--- src/rtl/alu_share_arb_pkg.sv ---
// -----------------------------------------------------------------------------
// alu_share_arb_pkg
//   Shared constants for the ALU sharing arbiter:
//     - ALU op codes as the ALU decodes them (passed through unchanged).
//     - Arbiter FSM state encoding. The spare code 2'b11 is illegal and the
//       FSM steers it back to idle.
// -----------------------------------------------------------------------------
package alu_share_arb_pkg;

    typedef logic [1:0] aluc_t;
    typedef logic [1:0] arb_state_t;

    // ALU operation codes
    localparam aluc_t ALU_ADD = 2'b00;  // X + Y
    localparam aluc_t ALU_SUB = 2'b01;  // X - Y
    localparam aluc_t ALU_AND = 2'b10;  // X & Y
    localparam aluc_t ALU_OR  = 2'b11;  // X | Y

    // Arbiter FSM states
    localparam arb_state_t ST_IDLE = 2'b00;  // sampling requests
    localparam arb_state_t ST_BUSY = 2'b01;  // ALU computing on registered operands
    localparam arb_state_t ST_DONE = 2'b10;  // result held until the owner acknowledges

    // True for the three encodings the FSM is allowed to occupy.
    function automatic logic is_legal_state(input arb_state_t s);
        return (s == ST_IDLE) || (s == ST_BUSY) || (s == ST_DONE);
    endfunction

endpackage

--- src/rtl/alu_share_arb_rr_pick2.sv ---
// -----------------------------------------------------------------------------
// rr_pick2
//   Combinational two-way round-robin select.
//   Ports:
//     req0, req1 : request levels
//     prio       : index that wins when both request
//     valid      : at least one request present
//     sel        : index of the selected requester (only meaningful if valid)
// -----------------------------------------------------------------------------
module rr_pick2 (
    input  logic req0,
    input  logic req1,
    input  logic prio,
    output logic valid,
    output logic sel
);

    always_comb begin
        valid = req0 | req1;
        // A lone request always wins; a tie goes to the priority index.
        if (req0 && req1) begin
            sel = prio;
        end else begin
            sel = req1;
        end
    end

endmodule

--- src/rtl/alu_share_arb.sv ---
// -----------------------------------------------------------------------------
// alu_share_arb
//   Round-robin arbiter/sequencer letting two issue sources share one ALU.
//   One operation is in flight at a time: IDLE picks a requester and
//   registers its operands onto the ALU inputs, BUSY gives the ALU one cycle
//   of stable inputs and captures R/Z, DONE holds the result until the owner
//   acknowledges it. The priority flips to the other requester after every
//   completed operation, so continuous contention alternates strictly.
//
//   Ports:
//     Clk, Clrn          : clock, asynchronous active-low reset
//     req*/x*/y*/aluc*   : per-requester operation (level request)
//     gnt*               : one-cycle pulse, operands of that requester latched
//     done*              : result valid for that requester, held until rack*
//     rack*              : requester accepts its result (owner only)
//     res, zero, owner   : registered result, zero flag, index being served
//     alu_x/alu_y/alu_aluc, alu_r/alu_z : connection to the shared ALU
// -----------------------------------------------------------------------------
module alu_share_arb
    import alu_share_arb_pkg::*;
#(
    parameter int WIDTH = 32
) (
    input  logic             Clk,
    input  logic             Clrn,

    input  logic             req0,
    input  logic [WIDTH-1:0] x0,
    input  logic [WIDTH-1:0] y0,
    input  logic [1:0]       aluc0,

    input  logic             req1,
    input  logic [WIDTH-1:0] x1,
    input  logic [WIDTH-1:0] y1,
    input  logic [1:0]       aluc1,

    output logic             gnt0,
    output logic             gnt1,
    output logic             done0,
    output logic             done1,
    input  logic             rack0,
    input  logic             rack1,

    output logic [WIDTH-1:0] res,
    output logic             zero,
    output logic             owner,

    output logic [WIDTH-1:0] alu_x,
    output logic [WIDTH-1:0] alu_y,
    output logic [1:0]       alu_aluc,
    input  logic [WIDTH-1:0] alu_r,
    input  logic             alu_z
);

    // -------------------------------------------------------------------------
    // State
    // -------------------------------------------------------------------------
    arb_state_t       state_q,    state_d;
    logic             prio_q,     prio_d;
    logic             owner_q,    owner_d;
    logic             gnt0_q,     gnt0_d;
    logic             gnt1_q,     gnt1_d;
    logic             done0_q,    done0_d;
    logic             done1_q,    done1_d;
    logic [WIDTH-1:0] res_q,      res_d;
    logic             zero_q,     zero_d;
    logic [WIDTH-1:0] alu_x_q,    alu_x_d;
    logic [WIDTH-1:0] alu_y_q,    alu_y_d;
    logic [1:0]       alu_aluc_q, alu_aluc_d;

    // -------------------------------------------------------------------------
    // Request selection
    // -------------------------------------------------------------------------
    logic pick_valid;
    logic pick_sel;

    rr_pick2 u_pick (
        .req0  (req0),
        .req1  (req1),
        .prio  (prio_q),
        .valid (pick_valid),
        .sel   (pick_sel)
    );

    // Only the current owner's acknowledge can retire the operation.
    logic owner_rack;
    assign owner_rack = owner_q ? rack1 : rack0;

    // -------------------------------------------------------------------------
    // Next-state logic
    // -------------------------------------------------------------------------
    always_comb begin
        // NOTE: every signal gets a default before the case so no path leaves
        // it unassigned; otherwise synthesis infers a latch.
        state_d    = state_q;
        prio_d     = prio_q;
        owner_d    = owner_q;
        gnt0_d     = 1'b0;
        gnt1_d     = 1'b0;
        done0_d    = done0_q;
        done1_d    = done1_q;
        res_d      = res_q;
        zero_d     = zero_q;
        alu_x_d    = alu_x_q;
        alu_y_d    = alu_y_q;
        alu_aluc_d = alu_aluc_q;

        case (state_q)
            ST_IDLE: begin
                // With no request the ALU input registers keep their value.
                if (pick_valid) begin
                    owner_d    = pick_sel;
                    alu_x_d    = pick_sel ? x1    : x0;
                    alu_y_d    = pick_sel ? y1    : y0;
                    alu_aluc_d = pick_sel ? aluc1 : aluc0;
                    gnt0_d     = ~pick_sel;
                    gnt1_d     = pick_sel;
                    state_d    = ST_BUSY;
                end
            end

            ST_BUSY: begin
                // ALU inputs have been stable for a full cycle; capture.
                res_d   = alu_r;
                zero_d  = alu_z;
                done0_d = ~owner_q;
                done1_d = owner_q;
                state_d = ST_DONE;
            end

            ST_DONE: begin
                if (owner_rack) begin
                    done0_d = 1'b0;
                    done1_d = 1'b0;
                    prio_d  = ~owner_q;
                    state_d = ST_IDLE;
                end
            end

            default: begin
                // Illegal encoding: drop anything pending and resume sampling.
                done0_d = 1'b0;
                done1_d = 1'b0;
                state_d = ST_IDLE;
            end
        endcase
    end

    // -------------------------------------------------------------------------
    // Registers
    // -------------------------------------------------------------------------
    // NOTE: every register here, including the datapath ones, is reset so the
    // outputs are defined zeros while Clrn is low.
    always_ff @(posedge Clk or negedge Clrn) begin
        if (!Clrn) begin
            state_q    <= ST_IDLE;
            prio_q     <= 1'b0;
            owner_q    <= 1'b0;
            gnt0_q     <= 1'b0;
            gnt1_q     <= 1'b0;
            done0_q    <= 1'b0;
            done1_q    <= 1'b0;
            res_q      <= '0;
            zero_q     <= 1'b0;
            alu_x_q    <= '0;
            alu_y_q    <= '0;
            alu_aluc_q <= 2'b00;
        end else begin
            // NOTE: non-blocking assignments so every flop samples the values
            // from before this edge, independent of statement order.
            state_q    <= state_d;
            prio_q     <= prio_d;
            owner_q    <= owner_d;
            gnt0_q     <= gnt0_d;
            gnt1_q     <= gnt1_d;
            done0_q    <= done0_d;
            done1_q    <= done1_d;
            res_q      <= res_d;
            zero_q     <= zero_d;
            alu_x_q    <= alu_x_d;
            alu_y_q    <= alu_y_d;
            alu_aluc_q <= alu_aluc_d;
        end
    end

    // -------------------------------------------------------------------------
    // Outputs
    // -------------------------------------------------------------------------
    assign gnt0     = gnt0_q;
    assign gnt1     = gnt1_q;
    assign done0    = done0_q;
    assign done1    = done1_q;
    assign res      = res_q;
    assign zero     = zero_q;
    assign owner    = owner_q;
    assign alu_x    = alu_x_q;
    assign alu_y    = alu_y_q;
    assign alu_aluc = alu_aluc_q;

    // -------------------------------------------------------------------------
    // Invariants
    // -------------------------------------------------------------------------
    a_gnt_onehot : assert property (@(posedge Clk) disable iff (!Clrn)
        !(gnt0_q && gnt1_q));
    a_done_onehot : assert property (@(posedge Clk) disable iff (!Clrn)
        !(done0_q && done1_q));
    a_state_legal : assert property (@(posedge Clk) disable iff (!Clrn)
        is_legal_state(state_q));

endmodule

--- config.mk ---
export PLATFORM = sky130hd
export DESIGN_NAME = alu_share_arb
export DESIGN_NICKNAME = d
export VERILOG_FILES = /design/src/rtl/alu_share_arb_pkg.sv /design/src/rtl/alu_share_arb_rr_pick2.sv /design/src/rtl/alu_share_arb.sv
export SDC_FILE = /design/constraint.sdc
export NUM_CORES = 1
export LEC_CHECK = 0
export CAP_MARGIN = 25
export CORE_MARGIN = 8
export CORE_UTILIZATION = 40
export DETAILED_ROUTE_END_ITERATION = 12
export PLACE_DENSITY = 0.86
export SLEW_MARGIN = 20
export SYNTH_ARGS = -nofsm -noshare
export SYNTH_HDL_FRONTEND = slang
export SYNTH_SLANG_ARGS = --single-unit
--- constraint.sdc ---
create_clock -name Clk -period 2.46 [get_ports Clk]
set_input_delay 0.246 -clock Clk [delete_from_list [all_inputs] [get_ports Clk]]
set_output_delay 0.246 -clock Clk [all_outputs]
set_load 0.01 [all_outputs]
* Word-level counts from Yosys, hierarchy flattened *
Index checks and enable logic that the tools add are counted.

cells by class
  divide/modulo/power cells = 0
  equality and inequality tests = 4
  multiply operators = 0
  multiplexer cells = 15
  reductions and logical operators = 6
  bitwise logic cells = 4
  add/subtract/negate cells = 0
  shift-type cells = 0
  $lt $le $gt $ge = 0

operators by type and width
  operator            number
  $mux 32             2
  $reduce_and 2->1    4
  $mux 1              7
  $mux 2              3
  $pmux 1 s3          2
  $pmux 2 s3          1
  $ne 2x2->1 const B  2
  $not 1->1           3
  $eq 2x1->1 const B  1
  $eq 2x2->1 const B  1
  $logic_not 2->1     1
  $logic_and 1x1->1   1
  $or 1x1->1          1

word-level totals
  latch bits = 0
  logic and storage cells = 41
  memories = 0
  ROM bits = 0
  input bits = 171
  flip-flop bits (word level) = 107
  bits in writable memories = 0

* Depth between registers and ports, before layout *
  depth after elaboration = 5
  depth in mapped cells = 8
  gate-level depth less buffers = 4

* Modules after synthesis *
Synthesis repeated with hierarchy kept, for this count alone.

second synthesis, totals
  cells, all modules = 313
  area total of the unflattened synthesis = 4921.0 sq um

modules (own cells, without submodules)
  module         cells an instance  area an instance (sq um)  instances
  alu_share_arb  310                4903.5                    1
  rr_pick2       3                  17.5                      1

* Worst setup path before layout *
OpenSTA, ideal clock, no wires.

  path kind = reg2reg
  start = register state_q[0]
  end = register res_q[10] (netlist: res[10])
  buffers on the path = 3
  data arrival time = 1.257 ns
  path slack = 1.078 ns
  cell stages (with the launch flop) = 6
  cell sequence = dfrtp_1 -> clkbuf_2 -> nand2b_1 -> buf_2 -> buf_2 -> mux2_2

between the ends
  cells in the longest elaborated chain, start to end = 1

RTL lines
  item                    RTL line              RTL
  start, declared         alu_share_arb.sv:58   arb_state_t state_q, state_d;
  start signal, assigned  alu_share_arb.sv:171  state_q <= state_d;
  $eq 2x1->1              alu_share_arb.sv:108  case (state_q)
  end signal, assigned    alu_share_arb.sv:178  res_q <= res_d;
  end, declared           alu_share_arb.sv:65   logic [WIDTH-1:0] res_q, res_d;

Every way passes these cells.
A chain may end at the register's enable or synchronous reset.

* Worst setup path after layout *
  start = register owner_q (netlist: owner)
  end = output owner

RTL lines
  item                    RTL line              RTL
  start, declared         alu_share_arb.sv:60   logic owner_q, owner_d;
  start signal, assigned  alu_share_arb.sv:173  owner_q <= owner_d;
  end, declared           alu_share_arb.sv:46   output logic owner,

No word-level cell between the ends.

==> summary.md <==
Counting every sink on the clock net gives 107. The worst reg-to-reg path cell count is 3. The worst hold path passes through 2 cells. Number of search-and-repair iterations in the first detailed-routing pass: 5. The setup path with the least slack is of type reg -> out.

The number of nets at the end of the flow came out at 902. Setup repair after global routing left no endpoint under its margin. For the final database, setup skew stands at 6.95 ps. The logs give 50.9% for the share of total power in combinational logic and 5289 for the number of global-route vias before repair. The final-report hold violation count is 0. The critical path's top delay family was buffers and inverters.

The worst path buffer plus inverter count was 1. Data on the critical path arrives at its endpoint at 1410 ps. The number of pins with negative max-slew slack in the final report is 0. The number of antenna cells inserted was 0. The congestion estimate from routability-driven global placement came to 0.799. The internal portion of total power is 0.00606 W, and the cell leakage power is 3.12 nW.

TritonCTS built the clock tree. Dividing total power by cell area gives a power density of 1180 nW/um^2. Setup violations remaining at the end of the flow were counted as 0.

The headroom to the max-slew limit is 33.4%. The number of different library cells used by synthesis comes to 23. The tools report the number of buffers inserted by hold repair at cts as 1. After detailed routing, the number of vias per cell comes to 5.83. Tracing the worst setup path back leads to its startpoint at owner. The insertion delay to the later sink of the worst-skew pair is 340 ps. Maximum fanout along the worst path: 6.

The slowest stage of the critical path is the clkdlybuf4s50_1 cell. The fraction of the yosys area taken by sequential cells came out at 54.4%. Synthesis produced a netlist whose cell count is 488. The post-route netlist has 9.40% of its cells at a drive strength greater than 1. The run gives 66.5% as the final core area utilization. The worst register-to-register path begins at state_q[1].

The minimum clock period was 1650 ps; the max capacitance violation total was 0. The logs give 0.605 GHz for the upper clock frequency limit and 15.1% for the clock network fraction of design power. In this run the most critical hold path is launched from req1.

The synthesis-to-finish area growth was 62.4%. After clock tree synthesis, the clock-pin slew on the worst setup and hold paths is 70 ps. Post-CTS repair changed the size of 0 cells. The class of the tightest hold or removal check was in -> reg. Dividing the final minimum period by the clock period gives 67.2%. Counting every net in the synthesized netlist gives 659. In the global route stage, overall resource usage came out at 21.9%. For this run, the number of Yosys warnings is 0. The flow ran to the end, and the final reports show no timing, DRC or antenna violations. On the worst path, the slowest cell contributes a delay of 610 ps.

In this run the deepest clock path goes through 2 buffers. The cell at the root of the clock tree is clkbuf_16. STA classifies the critical path startpoint as a flop. The run gives 0.000572 V as the peak supply drop. The die covers 16100 um^2. The worst min-delay path endpoint was gnt0. Measured along the x axis, the die boundary spans 127 um. At the pin with the least slew margin, the transition time is 999 ps. Overall routed net length: 18.4 mm. In this run the tool buffered the top-level ports with 274 buffer cells. The switching power was 0.00339 W; the remaining global-route overflow was 0. The area of the placeable core was 12000 um^2; the H-tree level count was 3.

The number of antenna violations at the first check in global routing is 0. Count of state elements after synthesis: 107. For the number of standard-cell rows in the floorplan, the log shows 40. The average cell area after synthesis works out to 10.1 um^2. The die boundary height is 127 um, and the switching share of power is 35.8%. The endpoint identified for the worst register-to-register timing path is res[25]. Pin count of the biggest net entering global routing: 68. The initial core utilization was 40.9%; the share of power burned in registers was 34.1%.

The number of clock buffers added by TritonCTS is 9. The minimum setup slack among reg-to-reg paths was 910 ps. The routed layout has 5134 vias. The setup TNS was 0 ps; the number of routed nets with antenna violations was 0. The first routing iteration left 419 violations.

The count of unresolved DRC violations after routing was 0. The total I/O pin count is 275. Summing every instance area after synthesis gives 4920 um^2. The wire-length estimate of the detail-placed layout is 13.4 mm.

The run gives 28.4 mm as the global-route wire length before repair. The number of setup buffers added after CTS was 0. Traced cell by cell, the critical path runs through clkdlybuf4s50_1. The tools report the category of the worst setup path capture point as an output pin. The required arrival time at the worst endpoint was 2210 ps; the routed length per placed instance was 20.9 um.
## area by class of cell
class / count / area (um^2)
Fill cell: 920 / 4030
Timing Repair Buffer: 289 / 2880
Sequential cell: 107 / 2680
Multi-Input combinational cell: 320 / 1940
Clock buffer: 10 / 239
Tap cell: 147 / 184
Clock inverter: 4 / 52.6
Inverter: 4 / 15.0
## placed cells by master, fill, tap and decap left out, types with 2 or more instances in the layout
cell type,instances
buf_12,2
nor2_1,2
dfrtp_1,107
a31oi_1,67
or2_2,2
mux2_2,31
inv_1,2
mux2_1,3
o21ai_0,69
clkinv_4,2
buf_4,13
nand2b_1,2
clkdlybuf4s50_1,272
inv_2,2
clkbuf_16,9
o2bb2ai_1,3
a21oi_1,68
nand3_1,66
## metrics by stage
step                std cells  power (W)  worst slack, ps  area (um^2)  hold slack (ps)
global placement          866    0.00785              708         7680              273
global route              881    0.00997              761         7990              272
floorplan                 488    0.00539             1080         4920            -49.6
CTS                       881    0.00952              796         7990              240
finish                    881    0.00944              807         7990              251
detailed placement        866    0.00806              623         7680              281
## state kept, by name (all words and copies together), names as in the netlist
name,cells
prio_q,1
alu_x,32
gnt1,1
res,32
owner,1
alu_y,32
done0,1
alu_aluc,2
done1,1
zero,1
gnt0,1
state_q,2
## cells in the mapped netlist
cell | n | area (um^2)
nand2_4 | 1 | 11.3
mux2_2 | 31 | 349
nor2_1 | 2 | 7.51
inv_2 | 2 | 7.51
inv_1 | 2 | 7.51
buf_6 | 8 | 90.1
mux2_1 | 3 | 33.8
a21oi_1 | 68 | 340
clkbuf_2 | 1 | 5.00
nor2b_1 | 2 | 12.5
mux2i_1 | 1 | 10.0
nor2_2 | 1 | 6.26
nand2_1 | 1 | 3.75
o21ai_0 | 69 | 345
buf_2 | 19 | 95.1
o2bb2ai_1 | 3 | 26.3
or2_1 | 1 | 6.26
nand2b_1 | 3 | 18.8
dfrtp_1 | 107 | 2680
or2_2 | 1 | 6.26
a31oi_1 | 67 | 419
nand3_1 | 66 | 330
clkbuf_1 | 29 | 109
## power groups by stage
stage	clock network, W	registers [W]	logic (W)
after floorplan	0	0.00355	0.00185
after global placement	0	0.00317	0.00468
after detailed placement	0	0.00323	0.00483
after CTS	0.00146	0.00321	0.00485
after global routing	0.00152	0.00331	0.00514
final	0.00143	0.00322	0.00480
## worst max path at each step
stage,depth (start not counted),slack (ps),endpoint
4_1_cts,1,800,owner
3_3_place_gp,4,710,alu_y[20]
3_5_place_dp,4,620,alu_y[20]
6_report,1,810,owner
5_1_grt,1,760,owner
2_1_floorplan,5,1080,res[10]
## layer usage
metal	GRT usage [%]	wire, um	vias to the layer above
li1	-	-	2286
met3	6.20	1780	43
met2	37.6	9310	315
met4	9.66	532	0
met5	0	0	-
met1	24.8	6810	2490
## cell families after synthesis
family          synth area share (%)
mux                             7.99
buf+inv                         6.39
flops                           54.4
simple gates                    8.19
compound gates                  23.0
Power figures use the tool's default switching activity.
